`src/rtl/xbar_pkg.sv`:
```
// Shared types and helpers for the AXI-Stream crossbar request path.
//   req_state_e  : per-master packet routing state
//   dest_width() : TDEST width needed to address m slaves (never below 1)
package xbar_pkg;

    typedef enum logic [1:0] {
        IDLE,
        REQ,
        LOCKED,
        DROP
    } req_state_e;

    function automatic int dest_width(input int m);
        return (m > 1) ? $clog2(m) : 1;
    endfunction

endpackage

```
`src/rtl/req_gen_lane.sv`:
```
// One master's packet-aware request generator.
// Tracks a packet from its first beat to its TLAST transfer, holds the routed
// destination while the packet is in flight, and diverts packets with an
// out-of-range TDEST to the drop path while counting them.
//
// Ports:
//   clk, rst  : clock, synchronous active-high reset
//   valid     : TVALID from the master
//   ready     : TREADY seen by the master (crossbar or drop sink)
//   last      : TLAST from the master
//   dest      : TDEST from the master
//   grant     : grant from each slave arbiter for this master (one bit per slave)
//   req       : request column, at most one bit set
//   lock      : route is granted and held until TLAST
//   drop      : packet is being sunk by the drop path
//   err       : one-cycle pulse after a bad-TDEST packet starts
//   cnt       : saturating count of dropped packets
//   state     : FSM state, exported for observation
//
// Handshake: a beat transfers on a cycle where valid and ready are both high;
// once valid rises it must stay high until that transfer happens.
module req_gen_lane
    import xbar_pkg::*;
#(
    parameter int M_DATA_COUNT = 3,
    parameter int CNT_WIDTH    = 8,
    parameter int T_DEST_WIDTH = dest_width(M_DATA_COUNT)
) (
    input  logic                    clk,
    input  logic                    rst,
    input  logic                    valid,
    input  logic                    ready,
    input  logic                    last,
    input  logic [T_DEST_WIDTH-1:0] dest,
    input  logic [M_DATA_COUNT-1:0] grant,
    output logic [M_DATA_COUNT-1:0] req,
    output logic                    lock,
    output logic                    drop,
    output logic                    err,
    output logic [CNT_WIDTH-1:0]    cnt,
    output req_state_e              state
);

    logic [T_DEST_WIDTH-1:0] dest_q;
    logic [M_DATA_COUNT-1:0] new_col;   // one-hot of the incoming TDEST
    logic [M_DATA_COUNT-1:0] held_col;  // one-hot of the latched TDEST
    logic                    dest_ok;
    logic                    new_grant;
    logic                    held_grant;
    logic                    hs;
    logic                    eop;

    // A TDEST beyond the slave count decodes to an all-zero column, which
    // doubles as the out-of-range detector.
    always_comb begin
        new_col  = '0;
        held_col = '0;
        for (int j = 0; j < M_DATA_COUNT; j++) begin
            new_col[j]  = (dest == T_DEST_WIDTH'(j));
            held_col[j] = (dest_q == T_DEST_WIDTH'(j));
        end
        dest_ok    = |new_col;
        new_grant  = |(grant & new_col);
        held_grant = |(grant & held_col);
        hs         = valid & ready;
        eop        = hs & last;
    end

    // Idle requests follow the live TDEST with zero latency; once a packet is
    // routed only the latched destination is requested.
    always_comb begin
        req = '0;
        case (state)
            IDLE:        req = valid ? new_col : '0;
            REQ, LOCKED: req = held_col;
            default:     req = '0;
        endcase
    end

    always_ff @(posedge clk) begin
        if (rst) begin
            state  <= IDLE;
            dest_q <= '0;
            lock   <= 1'b0;
            drop   <= 1'b0;
            err    <= 1'b0;
            cnt    <= '0;
        end else begin
            err <= 1'b0;
            case (state)
                IDLE: begin
                    if (valid) begin
                        if (!dest_ok) begin
                            err <= 1'b1;
                            if (cnt != '1) cnt <= cnt + CNT_WIDTH'(1);
                            // A single-beat bad packet is already sunk.
                            if (!eop) begin
                                state <= DROP;
                                drop  <= 1'b1;
                            end
                        end else begin
                            dest_q <= dest;
                            if (new_grant) begin
                                if (!eop) begin
                                    state <= LOCKED;
                                    lock  <= 1'b1;
                                end
                            end else begin
                                state <= REQ;
                            end
                        end
                    end
                end
                REQ: begin
                    if (held_grant) begin
                        if (eop) begin
                            state <= IDLE;
                        end else begin
                            state <= LOCKED;
                            lock  <= 1'b1;
                        end
                    end
                end
                LOCKED: begin
                    if (eop) begin
                        state <= IDLE;
                        lock  <= 1'b0;
                    end
                end
                DROP: begin
                    if (eop) begin
                        state <= IDLE;
                        drop  <= 1'b0;
                    end
                end
                default: begin
                    state <= IDLE;
                    lock  <= 1'b0;
                    drop  <= 1'b0;
                end
            endcase
        end
    end

    // A pending beat may not be withdrawn while waiting for a grant.
    a_req_valid_held: assert property (@(posedge clk) disable iff (rst)
        (state == REQ) |-> valid);

    // The arbiter must hold the grant for the whole packet.
    a_locked_grant: assert property (@(posedge clk) disable iff (rst)
        (state == LOCKED) |-> held_grant);

    // Grants only ever answer an active request.
    a_grant_requested: assert property (@(posedge clk) disable iff (rst)
        (grant & ~req) == '0);

    a_req_onehot: assert property (@(posedge clk) disable iff (rst)
        $onehot0(req));

endmodule

```
`src/rtl/req_gen_pkt.sv`:
```
// Packet-aware request generator for the AXI-Stream crossbar.
// Builds the full slave-by-master request matrix from one lane per master and
// feeds it to the per-slave arbiters.
//
// Ports:
//   clk, rst    : clock, synchronous active-high reset
//   s_valid_i   : TVALID per master
//   s_ready_i   : TREADY seen by each master (drop path included)
//   s_last_i    : TLAST per master
//   s_dest_i    : TDEST per master
//   grant_i     : grant_i[j][i], slave j's arbiter grants master i
//   req_o       : req_o[j][i], master i requests slave j
//   lock_o      : master holds a granted route
//   drop_o      : master is in drop mode; the crossbar sinks its beats
//   err_o       : one-cycle pulse when a bad-TDEST packet starts
//   drop_cnt_o  : saturating dropped-packet count per master
module req_gen_pkt
    import xbar_pkg::*;
#(
    parameter  int S_DATA_COUNT = 2,
    parameter  int M_DATA_COUNT = 3,
    parameter  int CNT_WIDTH    = 8,
    localparam int T_DEST_WIDTH = dest_width(M_DATA_COUNT)
) (
    input  logic                                      clk,
    input  logic                                      rst,
    input  logic [S_DATA_COUNT-1:0]                   s_valid_i,
    input  logic [S_DATA_COUNT-1:0]                   s_ready_i,
    input  logic [S_DATA_COUNT-1:0]                   s_last_i,
    input  logic [S_DATA_COUNT-1:0][T_DEST_WIDTH-1:0] s_dest_i,
    input  logic [M_DATA_COUNT-1:0][S_DATA_COUNT-1:0] grant_i,
    output logic [M_DATA_COUNT-1:0][S_DATA_COUNT-1:0] req_o,
    output logic [S_DATA_COUNT-1:0]                   lock_o,
    output logic [S_DATA_COUNT-1:0]                   drop_o,
    output logic [S_DATA_COUNT-1:0]                   err_o,
    output logic [S_DATA_COUNT-1:0][CNT_WIDTH-1:0]    drop_cnt_o
);

    // Lanes work on per-master columns; the arbiters see per-slave rows.
    logic [S_DATA_COUNT-1:0][M_DATA_COUNT-1:0] grant_col;
    logic [S_DATA_COUNT-1:0][M_DATA_COUNT-1:0] req_col;
    req_state_e                                lane_state [S_DATA_COUNT];

    always_comb begin
        req_o     = '0;
        grant_col = '0;
        for (int i = 0; i < S_DATA_COUNT; i++) begin
            for (int j = 0; j < M_DATA_COUNT; j++) begin
                req_o[j][i]     = req_col[i][j];
                grant_col[i][j] = grant_i[j][i];
            end
        end
    end

    for (genvar i = 0; i < S_DATA_COUNT; i++) begin : g_lane
        req_gen_lane #(
            .M_DATA_COUNT (M_DATA_COUNT),
            .CNT_WIDTH    (CNT_WIDTH),
            .T_DEST_WIDTH (T_DEST_WIDTH)
        ) u_lane (
            .clk   (clk),
            .rst   (rst),
            .valid (s_valid_i[i]),
            .ready (s_ready_i[i]),
            .last  (s_last_i[i]),
            .dest  (s_dest_i[i]),
            .grant (grant_col[i]),
            .req   (req_col[i]),
            .lock  (lock_o[i]),
            .drop  (drop_o[i]),
            .err   (err_o[i]),
            .cnt   (drop_cnt_o[i]),
            .state (lane_state[i])
        );

        // The registered lock/drop flags must always agree with the state.
        a_flags_match_state: assert property (@(posedge clk) disable iff (rst)
            (lock_o[i] == (lane_state[i] == LOCKED)) &&
            (drop_o[i] == (lane_state[i] == DROP)));
    end

endmodule
```
`config.mk`:
```
export PLATFORM = sky130hd
export DESIGN_NAME = req_gen_pkt
export DESIGN_NICKNAME = d
export VERILOG_FILES = /design/src/rtl/xbar_pkg.sv /design/src/rtl/req_gen_lane.sv /design/src/rtl/req_gen_pkt.sv
export SDC_FILE = /design/constraint.sdc
export NUM_CORES = 1
export LEC_CHECK = 0
export BUFFER_PORTS_ARGS = -buffer_cell sky130_fd_sc_hd__buf_2
export CORE_AREA = 2 2 80 63
export CTS_CLUSTER_DIAMETER = 120
export DETAILED_ROUTE_END_ITERATION = 12
export DIE_AREA = 0 0 82 65
export SYNTH_ARGS = -nofsm -noshare
export SYNTH_HDL_FRONTEND = slang
export SYNTH_SLANG_ARGS = --single-unit
export TNS_END_PERCENT = 50
```
`constraint.sdc`:
```
create_clock -name clk -period 1.87 [get_ports clk]
set_input_delay 0 -clock clk [delete_from_list [all_inputs] [get_ports clk]]
set_output_delay 0 -clock clk [all_outputs]
set_load 0.05 [all_outputs]
```
==> summary.txt, run 1 <==
Drt
  • TritonRoute pass-1 iters: 4
  • Via density: about 5
  • Wirelength per Cell: 12.2 um
  • Post-route ant nets: 0
  • Final Routed Wirelength: 4020 um
  • Vias: around 1600
  • DRC viols: 0
  • 1st-iter DRT viols: 76

Synth
  • Cell variety after synth: 40
  • Cell Area, Synth: 0.00178 mm^2
  • #FFs+latches synth: 30
  • Post-Syn Instances: between 200 and 250
  • Post-synthesis adder-cell area fraction: roughly 8.5%
  • Yosys warns: 0
  • Synth Area in Compound Gates: between 10% and 20%
  • Synth Area in Simple Gates: a little over a quarter
  • Post-synthesis net count: 250
  • Post-Synth XOR/XNOR Area: ~5.9%
  • Post-synth EDFFs: 0
  • Top FF cell, synth: dfxtp_1
  • Largest family of logic cells by synthesized area: simple AND/OR/NAND/NOR gates
  • Synthesized area per cell: 8.07 um^2
  • Asr flop ratio synth: 0%
  • Post-synthesis sequential area ratio: around 34%
  • Post-synthesis mux area share: 4.16%

STA
  • Fin. Hold Viols: 0
  • Total negative setup slack: 0 ns
  • Worst slew margin: 62.3%
  • Worst-Margin Slew: approximately 0.57 ns
  • Clk_skew: between 0.002 and 0.003 ns
  • Crit share post-route: a little over 90%
  • Final setup violation count: 0
  • Period minus WS final: around 1.7 ns
  • Slew Limit Fails: 0
  • Achievable Freq: ~580 MHz
  • RSZ-0062 raised after global routing: no

Job
  • Total of max-cap violations: 0

Clock network
  • Total CTS buffers: 5
  • Clock Root Buffer: clkbuf_8
  • Reg clk slew, reported paths: roughly 0.06 ns
  • Cts hold-fix bufs: 0
  • H-tree depth: 2
  • Total clock sinks: 30
  • Max clock buf depth: 2
  • Worst skew pair latency: approximately 0.28 ns
  • CTS tree: built

Layout
  • Final net count: 300
  • Area growth syn-to-layout: 24.2%
  • Multi-input gate area: between 0.001 and 0.0015 mm^2
  • Fillers: roughly 490
  • Inserted Diodes: 0
  • Layout cell share with drive strength beyond 1: between 20% and 30%
  • Post-Layout Cell Count: 330
  • Sequential Area: around 600 um^2

Global routing
  • Grt total ovfl: 0
  • Vias in the first global route: 1466
  • First-pass GRT wire length: 6570 um
  • Total track usage: around 16%
  • Largest net degree at the start of global routing: 32
  • Initial antenna violation count: 0

Floorplanning
  • Die Ht: 65 um
  • Die X: 82 um
  • Starting density of the core: about two fifths
  • Core Box Area: roughly 0.0046 mm^2
  • Placement Rows: 22
  • IO Count: between 40 and 50
  • Die Area: 0.00533 mm^2

Power and ir drop
  • Static Leak: ~0.00096 uW
  • Worst ir drop on vdd: between 0.6 and 0.7 mV
  • PD cells: 1220 mW/mm^2

Worst setup path
  • Worst path max stage delay: about 0.40 ns
  • Nature of the critical path startpoint: flip-flop
  • Worst path required time: roughly 1.9 ns
  • Worst Path Max Fanout: 6
  • CP max-delay cell: dfxtp_1
  • Crit Path Class: reg -> out
  • Crit. End Element: output pin
  • Crit path DAT: 1.73 ns
  • Crit-path cells: inv_1, ha_1, buf_4, nand2_1, nor2_2, a21oi_1, nor2_1, clkbuf_4

Placement
  • Placer Congestion: roughly 0.8
  • IO Port Bufs: 45
  • DP Wirelength: just under 3000 um
  • Inst Count DP: 321

Hold path
  • Worst min path class: in -> reg

Outcome
  • Outcome: complete, no violations
-- what timing repair did --
action / 4_1_cts / 5_1_grt
buffers inserted: 0 / 2
endpoints found under the setup margin: 0 / 10
resized for setup: 0 / 18
-- sequential cells by signal, indices dropped and copies added, names as in the netlist --
register / cells
g_lane.u_lane.state: 4
g_lane.u_lane.drop: 2
g_lane.u_lane.dest_q: 4
g_lane.u_lane.err: 2
g_lane.u_lane.lock: 2
g_lane.u_lane.cnt: 16
-- Yosys cell counts, types with 2 or more instances --
cell type,count,area share [%]
xor2_1,3,1.5
nor3b_1,2,0.85
nor2b_1,3,1.1
inv_1,14,3.0
o21ai_0,7,2.0
and3_1,3,1.1
a21oi_1,8,2.3
o21bai_1,4,1.7
a32oi_1,4,2.0
nand2b_1,4,1.4
a211oi_1,2,0.85
nand2_1,11,2.3
mux2_2,3,1.9
buf_4,6,2.5
xnor2_1,9,4.4
nor3_1,11,3.1
clkbuf_1,3,0.63
nand3b_1,2,0.85
o221ai_1,2,0.99
ha_1,12,8.5
nand4_1,4,1.4
nand3_1,10,2.8
dfxtp_1,30,34
a221o_1,2,1.1
nor2_1,43,9.1
mux2i_1,4,2.3
-- worst max-delay path: cells and delay by family, from the launching register on --
family | cells | cell delay, ns
compound gates | 1 | 0.15
flops | 1 | 0.40
fa+ha+maj | 1 | 0.21
simple gates | 3 | 0.24
buf+inv | 3 | 0.45
-- through the flow --
step | utilization (%) | power (uW) | worst slack [ns] | hold WS [ns] | area, um^2
2_1_floorplan | - | 1830 | 0.0135 | 0.185 | 1780
3_3_place_gp | 44.5 | 2110 | 0.179 | 0.428 | 2060
3_5_place_dp | 44.5 | 2100 | 0.130 | 0.425 | 2060
4_1_cts | 46.2 | 2600 | 0.0374 | 0.122 | 2140
5_1_grt | 47.7 | 2860 | 0.00479 | 0.152 | 2200
6_report | 47.7 | 2680 | 0.140 | 0.128 | 2200
-- kinds of logic after synthesis --
group / count (synthesis)
xor+xnor: 12
flops: 30
mux: 7
simple gates: 99
buf+inv: 23
compound gates: 37
fa+ha+maj: 12
-- path summary, 6_finish.rpt --
| check | startpoint | endpoint | slack (ns) | cells past startpoint |
|---|---|---|---|---|
| max | g_lane[1].u_lane.state[0] | req_o[1] | 0.14 | 8 |
| min | s_valid_i[0] | g_lane[0].u_lane.err | 0.13 | 3 |
| max reg2reg | g_lane[0].u_lane.state[1] | g_lane[0].u_lane.lock | 0.17 | 7 |
| min reg2reg | g_lane[0].u_lane.lock | g_lane[0].u_lane.lock | 0.49 | 2 |
-- per-layer routing --
metal / GRT usage (%) / share of wire [%]
met4: 5.63 / 1.2
met5: 0 / 0
met2: 23.2 / 43
met1: 22.0 / 51
met3: 4.32 / 4.7
-- final cells by class --
type,instances,area share (%)
well taps,60,3.41
repair buffers,52,13.5
clock inverters,2,0.454
clock buffers,5,3.12
inverters,14,2.38
flip-flops and latches,30,27.4
multi-input cells,167,49.8
-- cell usage in the layout (no fill, tap or decap), types with 3 or more instances in the layout --
cell,Yosys,routed
a32oi_1,4,4
xnor2_1,9,9
and3_1,3,3
nand3_1,10,10
nand4_1,4,4
buf_4,6,8
mux2i_1,4,4
buf_2,0,39
nand2_1,11,11
o21bai_1,4,3
o21ai_0,7,7
inv_1,14,14
ha_1,12,11
clkbuf_8,0,5
mux2_2,3,3
a21oi_1,8,8
clkbuf_4,0,4
nor3_1,11,11
nor2_2,0,3
nand2b_1,4,4
nor2b_1,3,3
nor2_1,43,39
xor2_1,3,3
dfxtp_1,30,27
dfxtp_2,0,3
-- power breakdown --
part | internal [uW] | total, uW | switching, uW
Clock | 249 | 480 | 231
Sequential | 737 | 828 | 91.0
Combinational | 516 | 1370 | 857
No activity file was read; power rests on OpenSTA's default activity.
==> run 2: changes to the inputs <==
--- a/config.mk
+++ b/config.mk
@@ -8,8 +8,9 @@
 export BUFFER_PORTS_ARGS = -buffer_cell sky130_fd_sc_hd__buf_2
-export CORE_AREA = 2 2 80 63
+export CORE_AREA = 2 2 82 65
 export CTS_CLUSTER_DIAMETER = 120
 export DETAILED_ROUTE_END_ITERATION = 12
-export DIE_AREA = 0 0 82 65
+export DIE_AREA = 0 0 84 67
 export SYNTH_ARGS = -nofsm -noshare
 export SYNTH_HDL_FRONTEND = slang
+export SYNTH_HIERARCHICAL = 1
 export SYNTH_SLANG_ARGS = --single-unit
--- a/constraint.sdc
+++ b/constraint.sdc
@@ -3,2 +3,2 @@
 set_output_delay 0 -clock clk [all_outputs]
-set_load 0.05 [all_outputs]
+set_load 0.02 [all_outputs]
==> run 2 against run 1 <==
Global-route usage decreased by 0.098 points. First-iteration DRC count increased by 41%. Register-to-register slack got worse by 0.09 ns. Critical path type is now reg -> reg.
==> summary.txt, run 2 <==
Outcome
  • Outcome: complete, no violations

Hold path
  • Worst min path class: in -> reg

Clock network
  • Max clock buf depth: 2
  • Worst skew pair latency: 0.27 ns
  • CTS tree: built
  • Clock Root Buffer: clkbuf_8
  • H-tree depth: 2
  • Reg clk slew, reported paths: 0.06 ns
  • Total CTS buffers: 5
  • Total clock sinks: 30

Floorplanning
  • Die X: ~84 um
  • IO Count: 46
  • Placement Rows: 22
  • Die Ht: 67 um
  • Starting density of the core: 39.2%
  • Core Box Area: roughly 0.0048 mm^2
  • Die Area: 0.00563 mm^2

Synth
  • Yosys top cell area share: roughly a third
  • Synth Area in Simple Gates: between 20% and 30%
  • Count leader, synth: nor2_1
  • Synth area leaders: dfxtp_1 (32%), ha_1 (6.7%), nor2_1 (6.4%)
  • Top FF cell, synth: dfxtp_1
  • Post-synth EDFFs: 0
  • #FFs+latches synth: 30
  • Synth Area in Compound Gates: between 20% and 30%
  • Post-synthesis mux area share: under 10%
  • Post-synthesis net count: about 250
  • Post-synthesis sequential area ratio: 32.2%
  • Cell Area, Synth: between 0.0015 and 0.002 mm^2
  • Yosys warns: 6
  • Post-synthesis adder-cell area fraction: under 10%
  • Asr flop ratio synth: 0%
  • Cell variety after synth: 53
  • Synthesized area per cell: ~8.5 um^2
  • Synth top cells by count: nor2_1 (32), dfxtp_1 (30), inv_1 (14), nand2_1 (12), nor3_1 (11)
  • Area leader, netlist: dfxtp_1
  • Largest family of logic cells by synthesized area: simple AND/OR/NAND/NOR gates
  • Post-Synth XOR/XNOR Area: under 10%
  • Post-Syn Instances: 220

Global routing
  • First-pass GRT wire length: a little over 7000 um
  • Grt total ovfl: 0
  • Largest net degree at the start of global routing: 36
  • Vias in the first global route: approximately 1600
  • Total track usage: around 16%
  • Initial antenna violation count: 0

Layout
  • Most frequent cells in the layout: buf_2 (44), nor2_1 (31), dfxtp_1 (30)
  • Largest register FFs: 16
  • Area growth syn-to-layout: 23.0%
  • Inserted Diodes: 0
  • Layout cell share with drive strength beyond 1: approximately 29%
  • Biggest register: g_lane.u_lane/cnt
  • Final net count: just over 300
  • Biggest regs: g_lane.u_lane/cnt: 16 flops, g_lane.u_lane/dest_q: 4 flops, g_lane.u_lane/state: 4 flops
  • Most common cell after layout, fill and taps aside: buf_2

Worst setup path
  • Nature of the critical path startpoint: flip-flop
  • CP Buf/Inv Count: 2
  • Worst Path Max Fanout: 4
  • Top delay family on crit path: compound AO/OA/AOI/OAI gates
  • Worst path required time: 2.04 ns
  • Crit-path cells: inv_1, ha_1, inv_1, o21ai_0, o2bb2ai_2, a211o_1, mux2_4
  • Crit Path Class: reg -> reg
  • Worst path max stage delay: roughly 0.38 ns
  • Most common cell on crit path: inv_1
  • Crit path DAT: ~2.0 ns
  • CP max-delay cell: dfxtp_1
  • Crit. End Element: flip-flop

Drt
  • 1st-iter DRT viols: about 110
  • Via density: 5.25
  • DRC viols: 0
  • Post-route ant nets: 0
  • Final Routed Wirelength: about 4000 um
  • Wirelength per Cell: 12.2 um
  • TritonRoute pass-1 iters: 4
  • Vias: around 1800

STA
  • Period minus WS final: 1.79 ns
  • Clk_skew: between 0.005 and 0.006 ns
  • Total negative setup slack: 0 ns
  • Achievable Freq: 559 MHz
  • Worst slew margin: 57.4%
  • Fin. Hold Viols: 0
  • Setup WS post-layout: 0.0808 ns
  • RSZ-0062 raised after global routing: yes
  • Crit share post-route: 95.7%
  • Slew Limit Fails: 0
  • Worst-Margin Slew: roughly 0.64 ns
  • Final setup violation count: 0

Power and ir drop
  • PD cells: 1040 mW/mm^2
  • Static Leak: 0.00103 uW
  • Worst ir drop on vdd: between 0.4 and 0.5 mV

Placement
  • IO Port Bufs: between 40 and 50
  • Pre-CTS worst setup slack: a little under 0.08 ns
  • Placer Congestion: ~0.82
  • DP Wirelength: roughly 3100 um

Job
  • Total of max-cap violations: 0
==> run 2: changes by cell type after synthesis, sizes merged, moves of 3 or more <==
| cell | before | now |
|---|---|---|
| nor2 | 43 | 32 |
| or4 | 0 | 3 |
| nor3b | 2 | 5 |
| o211ai | 2 | 6 |
| and4 | 0 | 3 |
| xnor2 | 9 | 4 |
| buf | 6 | 3 |
==> run 2: cell families after synthesis <==
family / Yosys count
compound gates: 46
xor+xnor: 9
fa+ha+maj: 10
buf+inv: 22
flops: 30
mux: 8
simple gates: 95
==> run 2: worst register-to-register path, stage by stage, from the launching register on <==
cell       delay, ns
dfxtp_1         0.38
inv_1           0.09
ha_1            0.23
inv_1           0.08
o21ai_0         0.12
o2bb2ai_2       0.17
a211o_1         0.31
mux2_4          0.30
==> run 2: layout make-up <==
type | instances | area [um^2]
clock inverters | 1 | 5.00
clock buffers | 7 | 86.3
fillers | 480 | 2460
repair buffers | 54 | 295
multi-input cells | 168 | 1180
flip-flops and latches | 30 | 601
well taps | 60 | 75.1
inverters | 15 | 56.3
==> run 2: path summary, 6_finish.rpt <==
kind	start	endpoint	slack (ns)	depth (start not counted)
min reg2reg	g_lane[0].u_lane/cnt[1]	g_lane[0].u_lane/cnt[1]	0.51	2
min	s_valid_i[1]	g_lane[1].u_lane/lock	0.08	3
max	g_lane[0].u_lane/state[0]	g_lane[0].u_lane/state[0]	0.08	7
max reg2reg	g_lane[0].u_lane/state[0]	g_lane[0].u_lane/state[0]	0.08	7
==> run 2: metal layers <==
layer  share of wire (%)  GRT usage [%]  up-vias
met1                  52           21.4      800
met3                 5.9           4.34        5
met5                   0              0        -
li1                    -              -      906
met2                  41           23.9       47
met4                0.83           5.24        0
==> run 2: metrics by stage <==
stage / hold WS [ns] / cells / total power, uW / util, % / instance area, um^2
global placement: 0.363 / 326 / 1860 / 46.0 / 2190
detailed placement: 0.360 / 326 / 1860 / 46.0 / 2190
finish: 0.0808 / 335 / 2390 / 48.2 / 2300
floorplan: 0.181 / 220 / 1560 / - / 1870
CTS: 0.0727 / 334 / 2400 / 47.9 / 2280
global route: 0.108 / 335 / 2580 / 48.2 / 2300
==> run 2: power breakdown <==
group | internal (uW) | switching, uW
Clock | 296 | 226
Sequential | 724 | 64.3
Combinational | 468 | 607
==> run 2: timing repair <==
item / 4_1_cts / 5_1_grt
gates resized for setup: 0 / 4
buffers inserted: 0 / 1
hold buffers: 0 / 0
endpoints found under the setup margin: 0 / 5
==> run 3: changes to the inputs <==
CORE_AREA = 2 2 80 63   (was 2 2 82 65)
CTS_BUF_LIST = sky130_fd_sc_hd__clkbuf_8   (was not set)
DIE_AREA = 0 0 82 65   (was 0 0 84 67)
SYNTH_HIERARCHICAL = not set   (was 1)
==> run 3 against run 2 <==
Clock-buffer cell count grew 1. First-iteration DRC count shrank 9.3%. Wire length shrank 7.7%. Largest cell class unchanged. Highest routed layer unchanged.
==> summary.txt, run 3 (synthesis gave the netlist of run 1 again) <==
Layout
  • Fin util: 47.1%
  • Area growth syn-to-layout: 22.6%
  • Final net count: a little under 300
  • Largest register FFs: 16
  • Inserted Diodes: 0
  • Biggest regs: g_lane.u_lane.cnt: 16 flops, g_lane.u_lane.dest_q: 4 flops, g_lane.u_lane.state: 4 flops
  • Layout cell share with drive strength beyond 1: between 20% and 30%
  • Most common cell after layout, fill and taps aside: buf_2
  • Biggest register: g_lane.u_lane.cnt
  • Most frequent cells in the layout: buf_2 (45), nor2_1 (43), dfxtp_1 (30)
  • Cell area after layout: 0.00218 mm^2

Power and ir drop
  • Static Leak: 0.000961 uW
  • PD cells: ~1100 mW/mm^2
  • Worst ir drop on vdd: 0.436 mV

Clock network
  • H-tree depth: 2
  • Clock Root Buffer: clkbuf_8
  • Post-CTS Repair Setup Buffers: 0
  • Total clock sinks: 30
  • Worst skew pair latency: around 0.27 ns
  • Max clock buf depth: 2
  • CTS tree: built
  • Total CTS buffers: 5
  • Resize count post-CTS: 0
  • Cts hold-fix bufs: 0
  • Reg clk slew, reported paths: about 0.060 ns

Global routing
  • Initial antenna violation count: 0
  • Grt total ovfl: 0
  • Vias in the first global route: about 1400
  • First-pass GRT wire length: roughly 6300 um
  • Total track usage: 15.1%
  • Largest net degree at the start of global routing: 32

STA
  • WHS: 0.141 ns
  • Final setup violation count: 0
  • Slew Limit Fails: 0
  • Worst slew margin: between 60% and 70%
  • Total negative setup slack: 0 ns
  • Fin. Hold Viols: 0
  • Crit share post-route: between 90% and 100%
  • Setup WS post-layout: ~0.15 ns
  • Worst-Margin Slew: about 0.56 ns
  • RSZ-0062 raised after global routing: no
  • Achievable Freq: roughly 580 MHz
  • Period minus WS final: about 1.7 ns
  • Clk_skew: approximately 0.0038 ns

Worst setup path
  • Worst Path Max Fanout: 7
  • CP startpoint: g_lane[0].u_lane.state[1]
  • Worst path required time: 2.01 ns
  • Crit path DAT: between 1.5 and 2 ns
  • FF-to-FF Start: g_lane[0].u_lane.state[1]
  • Crit Path Class: reg -> reg
  • Crit. End Element: flip-flop
  • Nature of the critical path startpoint: flip-flop
  • Cells on worst reg2reg path: 7

Placement
  • Placer Congestion: 0.836
  • DP Wirelength: 2830 um
  • Pre-CTS worst setup slack: 0.0743 ns
  • Placed cell area: ~0.0021 mm^2
  • IO Port Bufs: 45

Hold path
  • Worst min path class: in -> reg
  • Min-delay src: s_dest_i[0]
  • Hold path depth: 4

Drt
  • TritonRoute pass-1 iters: 4
  • Wirelength per Cell: approximately 11 um
  • 1st-iter DRT viols: between 90 and 100
  • Final Routed Wirelength: between 3000 and 4000 um
  • Via density: 4.95
  • Vias: 1629
  • Post-route ant nets: 0
  • DRC viols: 0

Floorplanning
  • Die Area: approximately 0.0053 mm^2
  • Placement Rows: 22
  • Core Box Area: 0.00462 mm^2
  • Starting density of the core: 38.4%
  • Die Ht: 65 um
  • Die X: between 80 and 90 um
  • IO Count: between 40 and 50

Outcome
  • Outcome: complete, no violations

Job
  • Total of max-cap violations: 0
## run 3: cell type report
type                    count  area [um^2]
fillers                   471         2450
clock buffers               8          110
flip-flops and latches     30          601
inverters                  14         52.6
well taps                  60         75.1
multi-input cells         167         1080
repair buffers             50          263
## run 3: worst paths after layout
kind                                                   end  slack (ns)
worst min register to register       g_lane[0].u_lane.lock        0.49
worst max-delay path               g_lane[0].u_lane.cnt[6]        0.15
worst max register to register     g_lane[0].u_lane.cnt[6]        0.15
worst min-delay path            g_lane[0].u_lane.dest_q[1]        0.14
## run 3: through the flow
stage	total power (uW)	instances
floorplan	1610	220
global placement	1870	321
detailed placement	1870	321
CTS	2490	329
global route	2660	329
finish	2460	329
## run 3: report_power, final
group / leakage [uW] / switching [uW] / internal (uW)
Sequential: 0.000244 / 92.0 / 734
Combinational: 0.000660 / 598 / 440
Clock: 0.0000575 / 230 / 371
## run 3: per-layer routing
layer / vias up / routed length [um] / global-route usage (%)
li1: 858 / - / -
met1: 724 / 2080 / 23.5
met2: 44 / 1480 / 19.8
met3: 3 / 203 / 4.32
met4: 0 / 19 / 3.75
met5: - / 0 / 0
## run 3: critical path: stages, from the launching register on
cell and delay [ns]:
dfxtp_1 0.34, inv_1 0.11, ha_2 0.25, nand4_1 0.22, o21bai_2 0.30, nor3_1 0.19, xnor2_1 0.14, nor2_1 0.05
